<file path="config.mk">
export PLATFORM = sky130hd
export DESIGN_NAME = inst_fetch_unit_flat
export DESIGN_NICKNAME = d
export VERILOG_FILES = /design/src/rtl/inst_fetch_unit_if.sv /design/src/rtl/inst_fetch_unit.sv /design/src/flat_wrapper.sv
export SDC_FILE = /design/constraint.sdc
export NUM_CORES = 1
export LEC_CHECK = 0
export CORE_ASPECT_RATIO = 2
export CORE_MARGIN = 10
export CORE_UTILIZATION = 35
export DETAILED_ROUTE_END_ITERATION = 8
export GPL_ROUTABILITY_DRIVEN = 0
export GPL_TIMING_DRIVEN = 0
export HOLD_SLACK_MARGIN = 0.03
export PLACE_DENSITY = 0.67
export SLEW_MARGIN = 30
export SYNTH_ARGS = -nofsm -noshare
export SYNTH_HDL_FRONTEND = slang
export SYNTH_SLANG_ARGS = --single-unit
</file>
<file path="constraint.sdc">
create_clock -name clk -period 4.1 [get_ports clk]
set_clock_uncertainty 0.05 [all_clocks]
set_input_delay 0.82 -clock clk [delete_from_list [all_inputs] [get_ports clk]]
set_output_delay 0.82 -clock clk [all_outputs]
set_load 0.03 [all_outputs]
</file>
<file path="src/rtl/inst_fetch_unit_if.sv">
// inst_fetch_unit_if: instruction-memory request/grant/response port plus front-end buffer write port
interface inst_fetch_unit_if #(
    parameter int AddrWidth = 64,
    parameter int InstWidth = 32
) ();
    logic                           ireq;
    logic [AddrWidth-1:0]           iaddr;
    logic                           ignt;
    logic                           irvalid;
    logic [InstWidth-1:0]           irdata;
    logic                           fifo_winc;
    logic [AddrWidth+InstWidth-1:0] fifo_wdata;
    logic                           fifo_wfull;
    modport master (
        output ireq, iaddr, fifo_winc, fifo_wdata,
        input  ignt, irvalid, irdata, fifo_wfull
    );
    modport slave (
        input  ireq, iaddr, fifo_winc, fifo_wdata,
        output ignt, irvalid, irdata, fifo_wfull
    );
endinterface

</file>
<file path="src/rtl/inst_fetch_unit.sv">
// inst_fetch_unit: single-outstanding instruction fetch producing {pc, inst} packets for decode
module inst_fetch_unit #(
    parameter int                   AddrWidth = 64,
    parameter int                   InstWidth = 32,
    parameter logic [AddrWidth-1:0] ResetPc   = 64'h8000_0000
) (
    input  logic                 clk,
    input  logic                 rst,
    input  logic                 jump_flag,
    input  logic [AddrWidth-1:0] jump_addr,
    inst_fetch_unit_if.master    bus
);
    typedef enum logic [1:0] {IDLE, REQ, WAIT, HOLD} state_t;
    state_t               state;
    logic [AddrWidth-1:0] pc;
    logic [InstWidth-1:0] hold_inst;
    logic                 drop;
    logic                 req;
    logic [AddrWidth-1:0] tgt;
    assign tgt = jump_addr & ~AddrWidth'(3);
    assign bus.ireq = req;
    assign bus.iaddr = pc;
    assign bus.fifo_winc = (state == HOLD) && !bus.fifo_wfull && !jump_flag;
    assign bus.fifo_wdata = (state == HOLD) ? {pc, hold_inst} : '0;
    always_ff @(posedge clk or posedge rst) begin
        if (rst) begin
            state     <= IDLE;
            pc        <= ResetPc;
            hold_inst <= '0;
            drop      <= 1'b0;
            req       <= 1'b0;
        end else begin
            case (state)
                IDLE: begin
                    state <= REQ;
                    req   <= 1'b1;
                    if (jump_flag) pc <= tgt;
                end
                REQ: if (jump_flag) begin
                    pc    <= tgt;
                    drop  <= bus.ignt;
                    req   <= 1'b0;
                    state <= bus.ignt ? WAIT : IDLE;
                end else if (bus.ignt) begin
                    state <= WAIT;
                    req   <= 1'b0;
                end
                // a jump without the response leaves drop set so the late response is discarded
                WAIT: if (jump_flag) begin
                    pc   <= tgt;
                    drop <= !bus.irvalid;
                    if (bus.irvalid) begin
                        state <= REQ;
                        req   <= 1'b1;
                    end
                end else if (bus.irvalid) begin
                    if (!drop) hold_inst <= bus.irdata;
                    drop  <= 1'b0;
                    state <= drop ? REQ : HOLD;
                    req   <= drop;
                end
                HOLD: if (jump_flag || !bus.fifo_wfull) begin
                    pc    <= jump_flag ? tgt : pc + AddrWidth'(4);
                    state <= REQ;
                    req   <= 1'b1;
                end
                default: begin
                    state <= IDLE;
                    req   <= 1'b0;
                end
            endcase
        end
    end
endmodule

</file>
<file path="src/flat_wrapper.sv">
// flat-port wrapper written by rule: the top's interface ports become plain ports
module inst_fetch_unit_flat 
#(
    parameter int                   AddrWidth = 64,
    parameter int                   InstWidth = 32,
    parameter logic [AddrWidth-1:0] ResetPc   = 64'h8000_0000
)
  (clk, rst, jump_flag, jump_addr, bus_ireq, bus_iaddr, bus_fifo_winc, bus_fifo_wdata, bus_ignt, bus_irvalid, bus_irdata, bus_fifo_wfull);
  inst_fetch_unit_if #(.AddrWidth(AddrWidth), .InstWidth(InstWidth)) bus_i ();
  input  logic clk;
  input  logic rst;
  input  logic jump_flag;
  input  logic [AddrWidth-1:0] jump_addr;
  output wire logic [$bits(bus_i.ireq)-1:0] bus_ireq;
  output wire logic [$bits(bus_i.iaddr)-1:0] bus_iaddr;
  output wire logic [$bits(bus_i.fifo_winc)-1:0] bus_fifo_winc;
  output wire logic [$bits(bus_i.fifo_wdata)-1:0] bus_fifo_wdata;
  input wire logic [$bits(bus_i.ignt)-1:0] bus_ignt;
  input wire logic [$bits(bus_i.irvalid)-1:0] bus_irvalid;
  input wire logic [$bits(bus_i.irdata)-1:0] bus_irdata;
  input wire logic [$bits(bus_i.fifo_wfull)-1:0] bus_fifo_wfull;
  assign bus_ireq = bus_i.ireq;
  assign bus_iaddr = bus_i.iaddr;
  assign bus_fifo_winc = bus_i.fifo_winc;
  assign bus_fifo_wdata = bus_i.fifo_wdata;
  assign bus_i.ignt = bus_ignt;
  assign bus_i.irvalid = bus_irvalid;
  assign bus_i.irdata = bus_irdata;
  assign bus_i.fifo_wfull = bus_fifo_wfull;
  inst_fetch_unit #(.AddrWidth(AddrWidth), .InstWidth(InstWidth), .ResetPc(ResetPc)) u_core (.clk(clk), .rst(rst), .jump_flag(jump_flag), .jump_addr(jump_addr), .bus(bus_i));
endmodule
</file>
# After elaboration in Yosys (flattened, before gate mapping)
# Cells that the tools add are included.
totals:
  output_inout_bits: 162
  in_bits: 102
  register_bits: 100
classes:
  n_eq_ne: 9
  mux: 25
  addsub: 1
  n_reduce_logical: 13
  bitwise_logic: 2
ops:
  columns: ["op", "n"]
  rows:
  - ["$mux 64", 3]
  - ["$pmux 64 s2", 1]
  - ["$mux 96", 1]
  - ["$add 64x3->64 const B", 1]
  - ["$mux 2", 8]
  - ["$mux 1", 9]
  - ["$pmux 2 s4", 1]
  - ["$ne 2x2->1 const B", 3]
  - ["$ne 3x3->1 const B", 2]
  - ["$reduce_and 3->1", 2]
  - ["$eq 2x2->1 const B", 2]
  - ["$pmux 1 s4", 1]
  - ["$reduce_and 4->1", 1]
  - ["$logic_not 1->1", 3]
  - ["$reduce_or 3->1", 1]
  - ["$eq 2x1->1 const B", 1]
  - ["$logic_and 1x1->1", 2]
  - ["$logic_not 2->1", 1]
  - ["$ne 2x1->1 const B", 1]
  - ["$not 1->1", 2]
  - ["$pmux 1 s2", 1]
  - ["$reduce_and 2->1", 1]
  - ["$reduce_bool 2->1", 1]
  - ["$logic_or 1x1->1", 1]

# Depth between registers and ports, before layout
# Gate-level depths: netlist of the first run.
logic_depth:
  depth_word: 4
  depth_mapped: 9
  ltp_nobuf: 7

# Worst setup path before layout of the first run
# OpenSTA, ideal clock, no wires.
synth_path:
  path_kind: "input to output"
  from: "in jump_flag"
  to: "out bus_fifo_winc"
  arrival_ns: 1.947
  t_required_ns: 3.230
  path_stages: 6
  setup_slack_ns: 1.283
  path_cell_list: "clkbuf_1 -> inv_1 -> nand2_1 -> clkbuf_1 -> clkbuf_1 -> nor2_1"
synth_via:
  elab_chain_len: 2
synth_lines:
  columns: ["item", "line_no", "text"]
  rows:
  - ["start, declared", "flat_wrapper.sv:12", "input logic jump_flag;"]
  - ["$logic_not 1->1", "inst_fetch_unit.sv:23", "assign bus.fifo_winc = (state == HOLD) && !bus.fifo_wfull && !jump_flag;"]
  - ["$logic_and 1x1->1", "inst_fetch_unit.sv:23", null]
  - ["end, declared", "flat_wrapper.sv:16", "output wire logic [$bits(bus_i.fifo_winc)-1:0] bus_fifo_winc;"]
# Every way passes these cells.

# Worst setup path after layout of the first run
# Same ends and word-level chain as after synthesis.

==> impl_results.md, run 1 <==
- First-pass GRT wire length: 44,150 um
- H-Tree Depth: 3
- Clock sink count: 98
- WP buf/inv: 5
- PD cells: between 500 and 600 nW/um2
- Comb power frac: 0.514
- Crit path kind: in2out
- Type of origin of the critical path: input pin
- Chip height: 211.7 um
- Slew of the pin with the lowest slew margin: between 0.9 and 1 ns
- Post-synth EDFFs: 0
- Int Pwr: 2.977 mW
- Final min period: 3.991 ns
- # nets final: 1,142
- DRC viols: 0
- Slowest stage delay, CP: roughly 0.62 ns
- Fillers: approximately 1.8k
- Post-Synth Adder-Cell Area: 0.01168
- Largest family of logic cells by synthesized area: simple AND/OR/NAND/NOR gates
- Simple-Gate Fraction of Synth Area: 0.3322
- Initial antenna violation count: 1
- Fin. max-slew vios: 0
- Max Clk Rate: between 200 and 300 MHz
- Register area: between 2000 and 2500 um2
- Placement-stage worst setup slack: 0.2117 ns
- Gr usage total: 0.2386
- Worst Setup End Kind: primary output
- Hold WS: 0.4513 ns
- Pre-antenna DRT Iters: 5
- DP Wirelength: between 20,000 and 25,000 um
- Drt total wl: 30,010 um
- CP top delay family: buffers and inverters
- Psw: between 2 and 3 mW
- Num CTS Buffers: 9
- Hold WC Path Type: reg2reg
- Status: finished, final reports clean
- RSZ-0062 raised after global routing: false
- Final setup TNS: 0 ns
- Gate Count Post-Synth: 763
- Setup Buffers After CTS: 0
- Largest net degree at the start of global routing: 54
- Relative slew slack: 0.3430
- Grt ovf: 0
- WL/cell: 23.89 um
- Post-synthesis xor/xnor area fraction: 0
- DR vias: 7,320
- Lkg Pwr: 3.750 nW
- Die footprint: 24,520 um2
- I/O Pins: 264
- Clk network pwr share: 0.166
- Netlist cell types: 65
- Placed Instances: 1,239
- Compound-Gate Fraction of Synth Area: 0.1635
- Core area: 18,220 um2
- Non-Filler Instances: 1,256
- Final Cell Area: ~9600 um2
- Max_cap viols: 0
- Initial Util: 0.3529
- Async SR Flop Fraction: 1.000
- # setup viols final: 0
- Hold-fix buffers at CTS: 0
- Placed Area: 9305 um2
- ANT nets after route: 0
- CTS tree: yes
- Area Growth Syn to Fin: 49.57%
- Syn Std Cell Area: 6429 um2
- Final Cycle Share: 0.9735
- Critical path data arrival time: 3.12 ns
- Critical Path Most Common Cell: clkbuf_1
- Post-CTS sizing: 1
- Std cell rows: 70
- Fin. Hold Viols: 0
- Reg clk slew, reported paths: 0.07 ns
- Yosys warns: 0
- CP Data Required Time: 3.23 ns
- Buffers on Ports: approximately 260
- Clock latency on the worst-skew pair: 0.38 ns
- Worst vdd ir: 0.0002445 V
- Area of the multi-input gates: 3659 um2
- Sequential area share after synthesis: 0.3817
- CP Cell Sequence: clkbuf_1 > inv_1 > nand2_1 > clkbuf_1 > clkbuf_1 > nor2_1 > clkdlybuf4s50_1
- CTS root buffer: clkbuf_16
- Sw Ratio: 0.4690
- CP Max Fanout: 10
- Reg power frac: 0.320
- Post-synth top flop: dfrtp_1
- Clock Path Buffers: 2
- Setup WS post-layout: 0.1086 ns
- Slowest stage cell, crit path: clkdlybuf4s50_1
- Synthesized flop and latch total: 98
- Proportion of layout cells with a drive suffix above 1: 0.08470
- Vias in the first global route: between 7k and 8k
- Vias/cell: a little under 6
- Horiz. Die Dim: 115.8 um
- Post-synthesis mux area share: 0.05936
- Avg Synthesized Cell Area: around 8.4 um2
- 1st-iter DRT viols: approximately 660
metal layers:
layer / vias up / global-route usage / share of wire
li1: 3306 / - / -
met1: 3464 / 0.2325 / 0.33
met2: 421 / 0.4374 / 0.54
met3: 129 / 0.04875 / 0.073
met4: 0 / 0.1536 / 0.061
met5: - / 0 / 0
cell usage after synthesis, drive strengths merged (12+ instances only):
cell type,n,area share
a21oi,62,0.048
and2,97,0.095
and3,12,0.012
buf,15,0.019
clkbuf,40,0.023
dfrtp,97,0.38
inv,14,0.0082
mux2,33,0.058
nand2,60,0.037
nand3,40,0.035
nand4,23,0.024
nor2,73,0.043
nor3,35,0.031
nor4,15,0.022
o21ai,34,0.026
o22ai,18,0.018
final timing paths:
check / start / endpoint / slack, ns / depth (start not counted)
worst min register to register: u_core.hold_inst[29]$_DFFE_PP0P_ / u_core.hold_inst[29]$_DFFE_PP0P_ / 0.45 / 1
min in group asynchronous: rst / u_core.bus.iaddr[20]$_DFFE_PP0P_ / 0.80 / 2
worst min-delay path: u_core.hold_inst[29]$_DFFE_PP0P_ / u_core.hold_inst[29]$_DFFE_PP0P_ / 0.45 / 1
max in group asynchronous: rst / u_core.bus.iaddr[31]$_DFFE_PP1P_ / 2.52 / 3
worst max-delay path: jump_flag / bus_fifo_winc / 0.11 / 7
worst max register to register: u_core.state[0]$_DFFE_PP0P_ / u_core.bus.iaddr[25]$_DFFE_PP0P_ / 1.04 / 7
per-stage QoR:
| step | power, mW | util |
|---|---|---|
| after floorplan | 3.351 | - |
| after global placement | 4.636 | 0.5090 |
| after detailed placement | 4.685 | 0.5108 |
| after CTS | 5.612 | 0.5277 |
| after global routing | 5.876 | 0.5278 |
| final | 5.606 | 0.5278 |
logic make-up after synthesis:
kind of cell | Yosys count
AOI/OAI and AO/OA | 171
adders and majority gates | 6
buffers and inverters | 69
DFF | 98
muxes | 34
other | 1
and+or+nand+nor | 384
worst register-to-register path, delay by kind of cell, from the launching register on:
family / cells / cell delay (ns)
AND/OR/NAND/NOR: 1 / 0.16
flip-flops: 1 / 0.46
AO/OA/AOI/OAI: 2 / 0.81
adder cells (fa/ha/maj): 1 / 0.37
buffers and inverters: 3 / 1.07
layout by cell type, fill, tap and decap left out, drive strengths merged, types with 15 or more instances in the layout:
master	count
a21oi	62
inv	19
clkbuf	49
nor2	73
nand2	60
buf	16
o21ai	34
nor3	35
dfrtp	97
o22ai	18
nand3	40
nor4	15
and2	97
clkdlybuf4s50	256
mux2	33
nand4	23
state kept, by name, summed over array words and instances, names as in the netlist:
name	count
u_core.drop	1
u_core.bus.ireq	1
u_core.state	2
u_core.bus.iaddr	62
u_core.hold_inst	32
cell type report:
cell class / count / share of cell area
repair buffers: 257 / 0.2694
clock inverters: 7 / 0.008458
well taps: 216 / 0.02811
plain buffers: 55 / 0.02876
multi-input cells: 599 / 0.3805
flip-flops and latches: 98 / 0.2552
clock buffers: 9 / 0.02342
diodes: 1 / 0.0002602
inverters: 14 / 0.005986
power groups by stage:
stage          Clock, mW  Sequential [mW]  Combinational (mW)
3_5_place_dp           0             1.80                2.89
4_1_cts            0.934             1.78                2.90
6_report           0.929             1.79                2.88
3_3_place_gp           0             1.79                2.85
2_1_floorplan          0             2.03                1.32
5_1_grt            0.971             1.84                3.06
Power figures use the tool's default switching activity.
==> run 2: changes to the inputs <==
- SKIP_LAST_GASP: unset -> 1
==> results of run 2 <==
Same layout as run 1: the final DEF is identical, and so are final timing and power.
==> run 3: changes to the inputs <==
- CORE_UTILIZATION: 35 -> 40
- PLACE_DENSITY: 0.67 -> 0.75
==> run 3 against run 2 <==
Die area is 11% lower. Flip-flop and latch count stayed put. Routed wire length decreased by 3.0%. Register-to-register slack improved by 0.04 ns. Count of clock-buffer cells in the layout grew 2. Total power decreased by 0.73%. Worst setup slack improved by 0.035 ns.
==> impl_results.md, run 3 (same netlist as run 1, synthesis figures left out) <==
- Area Growth Syn to Fin: 49.09%
- Buffers on Ports: 256 (unchanged)
- Pre-antenna DRT Iters: 6 (+1)
- Final Util: 0.6075 (+0.07964)
- Reg2Reg Setup Slack: 1.08 ns (+0.04 ns)
- WL/cell: 23.46 um (-1.8%)
- Max Clk Rate: 252.8 MHz (+0.89%)
- Reg clk slew, reported paths: 0.07 ns (about the same)
- FF-to-FF path depth: 7 (unchanged)
- Clock latency on the worst-skew pair: 0.37 ns (about the same)
- Proportion of layout cells with a drive suffix above 1: 0.08277 (-0.001925)
- Num CTS Buffers: 9 (unchanged)
- Final min period: 3.956 ns (-0.03518 ns)
- Chip height: 199.3 um (-5.8%)
- Horiz. Die Dim: 109.6 um (-5.3%)
- Setup WS post-layout: 0.1438 ns (+0.03517 ns)
- Initial Util: 0.4075 (+0.05457)
- Grt ovf: 0 (unchanged)
- Die footprint: 21,850 um2 (-11%)
- Antenna cell count: 0 (-1)
- CTS tree: yes
- CTS root buffer: clkbuf_16
- RR Startpoint: u_core.state[0]$_DFFE_PP0P_
- DP Wirelength: 22,570 um (-3.6%)
- Gr usage total: 0.2576 (+0.01901)
- Worst Setup End Kind: primary output
- Drt total wl: 29,100 um (-3.0%)
- Largest net degree at the start of global routing: 57 (+5.6%)
- Hold-fix buffers at CTS: 0 (unchanged)
- Vias/cell: 5.956 (+2.2%)
- CP Max Fanout: 10 (unchanged)
- I/O Pins: 264 (unchanged)
- Most frequent cells in the layout: 256 x clkdlybuf4s50_1, 97 x dfrtp_1, 95 x and2_1
- Vias in the first global route: 7,308 (-3.2%)
- Clock Path Buffers: 2 (unchanged)
- # nets final: 1,142 (unchanged)
- Hold WS: 0.4468 ns (-0.004549 ns)
- ANT nets after route: 0 (unchanged)
- Type of origin of the critical path: input pin
- Initial antenna violation count: 0 (-1)
- Status: finished, final reports clean
- CP endpoint: bus_fifo_winc
- Relative slew slack: 0.2913 (-0.05171)
- Hold WC Path Type: reg2reg
- First-pass GRT wire length: 42,660 um (-3.4%)
- DRC viols: 0 (unchanged)
- Worst vdd ir: 0.0003598 V (+47%)
- Max_cap viols: 0 (unchanged)
- Crit path kind: in2out
- DR vias: 7,385 (+0.89%)
- H-Tree Depth: 3 (unchanged)
- Critical path data arrival time: 3.09 ns (-0.03 ns)
- # setup viols final: 0 (unchanged)
- PD cells: 580.6 nW/um2 (-0.41%)
- Core area: 15,780 um2 (-13%)
- Most common cell after layout, fill and taps aside: clkdlybuf4s50_1
- RSZ-0062 raised after global routing: false
- 1st-iter DRT viols: 670 (+1.8%)
- Fin. max-slew vios: 0 (unchanged)
- Final Cycle Share: 0.9649 (-0.008579)
- Fin. Hold Viols: 0 (unchanged)
- Placement-stage worst setup slack: 0.1942 ns (-0.01747 ns)
- Worst flop-to-flop path endpoint: u_core.bus.iaddr[25]$_DFFE_PP0P_
- CP Data Required Time: 3.23 ns (about the same)
- Critical path origin: jump_flag
- Slew of the pin with the lowest slew margin: 1.053 ns (+0.07686 ns)
- Max reg flops: 62 (unchanged)
- Clock sink count: 98 (unchanged)
- Lkg Pwr: 3.737 nW (-0.34%)
- Std cell rows: 65 (-7.1%)
==> run 3: worst min-delay path by stage <==
stage	endpoint	cells after the start	slack [ns]	from
after floorplan	u_core.hold_inst[14]$_DFFE_PP0P_	1	0.42	u_core.hold_inst[14]$_DFFE_PP0P_
after global placement	u_core.hold_inst[18]$_DFFE_PP0P_	1	0.43	u_core.hold_inst[18]$_DFFE_PP0P_
after detailed placement	u_core.hold_inst[2]$_DFFE_PP0P_	1	0.44	u_core.hold_inst[2]$_DFFE_PP0P_
after CTS	u_core.hold_inst[2]$_DFFE_PP0P_	1	0.45	u_core.hold_inst[2]$_DFFE_PP0P_
after global routing	u_core.hold_inst[0]$_DFFE_PP0P_	1	0.47	u_core.hold_inst[0]$_DFFE_PP0P_
final	u_core.hold_inst[19]$_DFFE_PP0P_	1	0.45	u_core.hold_inst[19]$_DFFE_PP0P_
==> run 3: layout make-up <==
type | instances | area, um2
fillers | 1482 | 6193
multi-input cells | 599 | 3659
repair buffers | 257 | 2590
flip-flops and latches | 98 | 2454
plain buffers | 55 | 276.5
well taps | 201 | 251.5
clock buffers | 11 | 232.7
clock inverters | 5 | 63.81
inverters | 14 | 57.56
==> run 3: repair_timing <==
action / in CTS / in global routing
setup buffers: 0 / 0
setup endpoints to repair: 7 / 0
gates resized for setup: 1 / 0
==> run 3: routing by layer <==
metal	up-vias	track usage	wire (um)
met2	477	0.4820	15780
met3	109	0.05163	2378
met4	0	0.1289	1467
met5	-	0	0
li1	3283	-	-
met1	3516	0.2565	9475
==> run 3: worst max-delay path: stages <==
cell and delay, ns:
clkbuf_1 0.27, inv_1 0.12, nand2_1 0.10, clkbuf_1 0.47, clkbuf_1 0.58, nor2_1 0.09
clkdlybuf4s50_1 0.62
==> run 3: power by group <==
part / switching (mW) / internal (mW)
Clock: 0.410 / 0.479
Combinational: 1.71 / 1.17
Sequential: 0.476 / 1.32
==> run 3: stage by stage <==
step | TNS [ns] | power (mW) | cells | instance area [um2]
after floorplan | 0 | 3.351 | 766 | 6440
after detailed placement | 0 | 4.668 | 1224 | 9286
after global routing | 0 | 5.809 | 1240 | 9584
after global placement | -110.23 | 4.610 | 1223 | 9254
after CTS | 0 | 5.558 | 1240 | 9584
final | 0 | 5.564 | 1240 | 9584
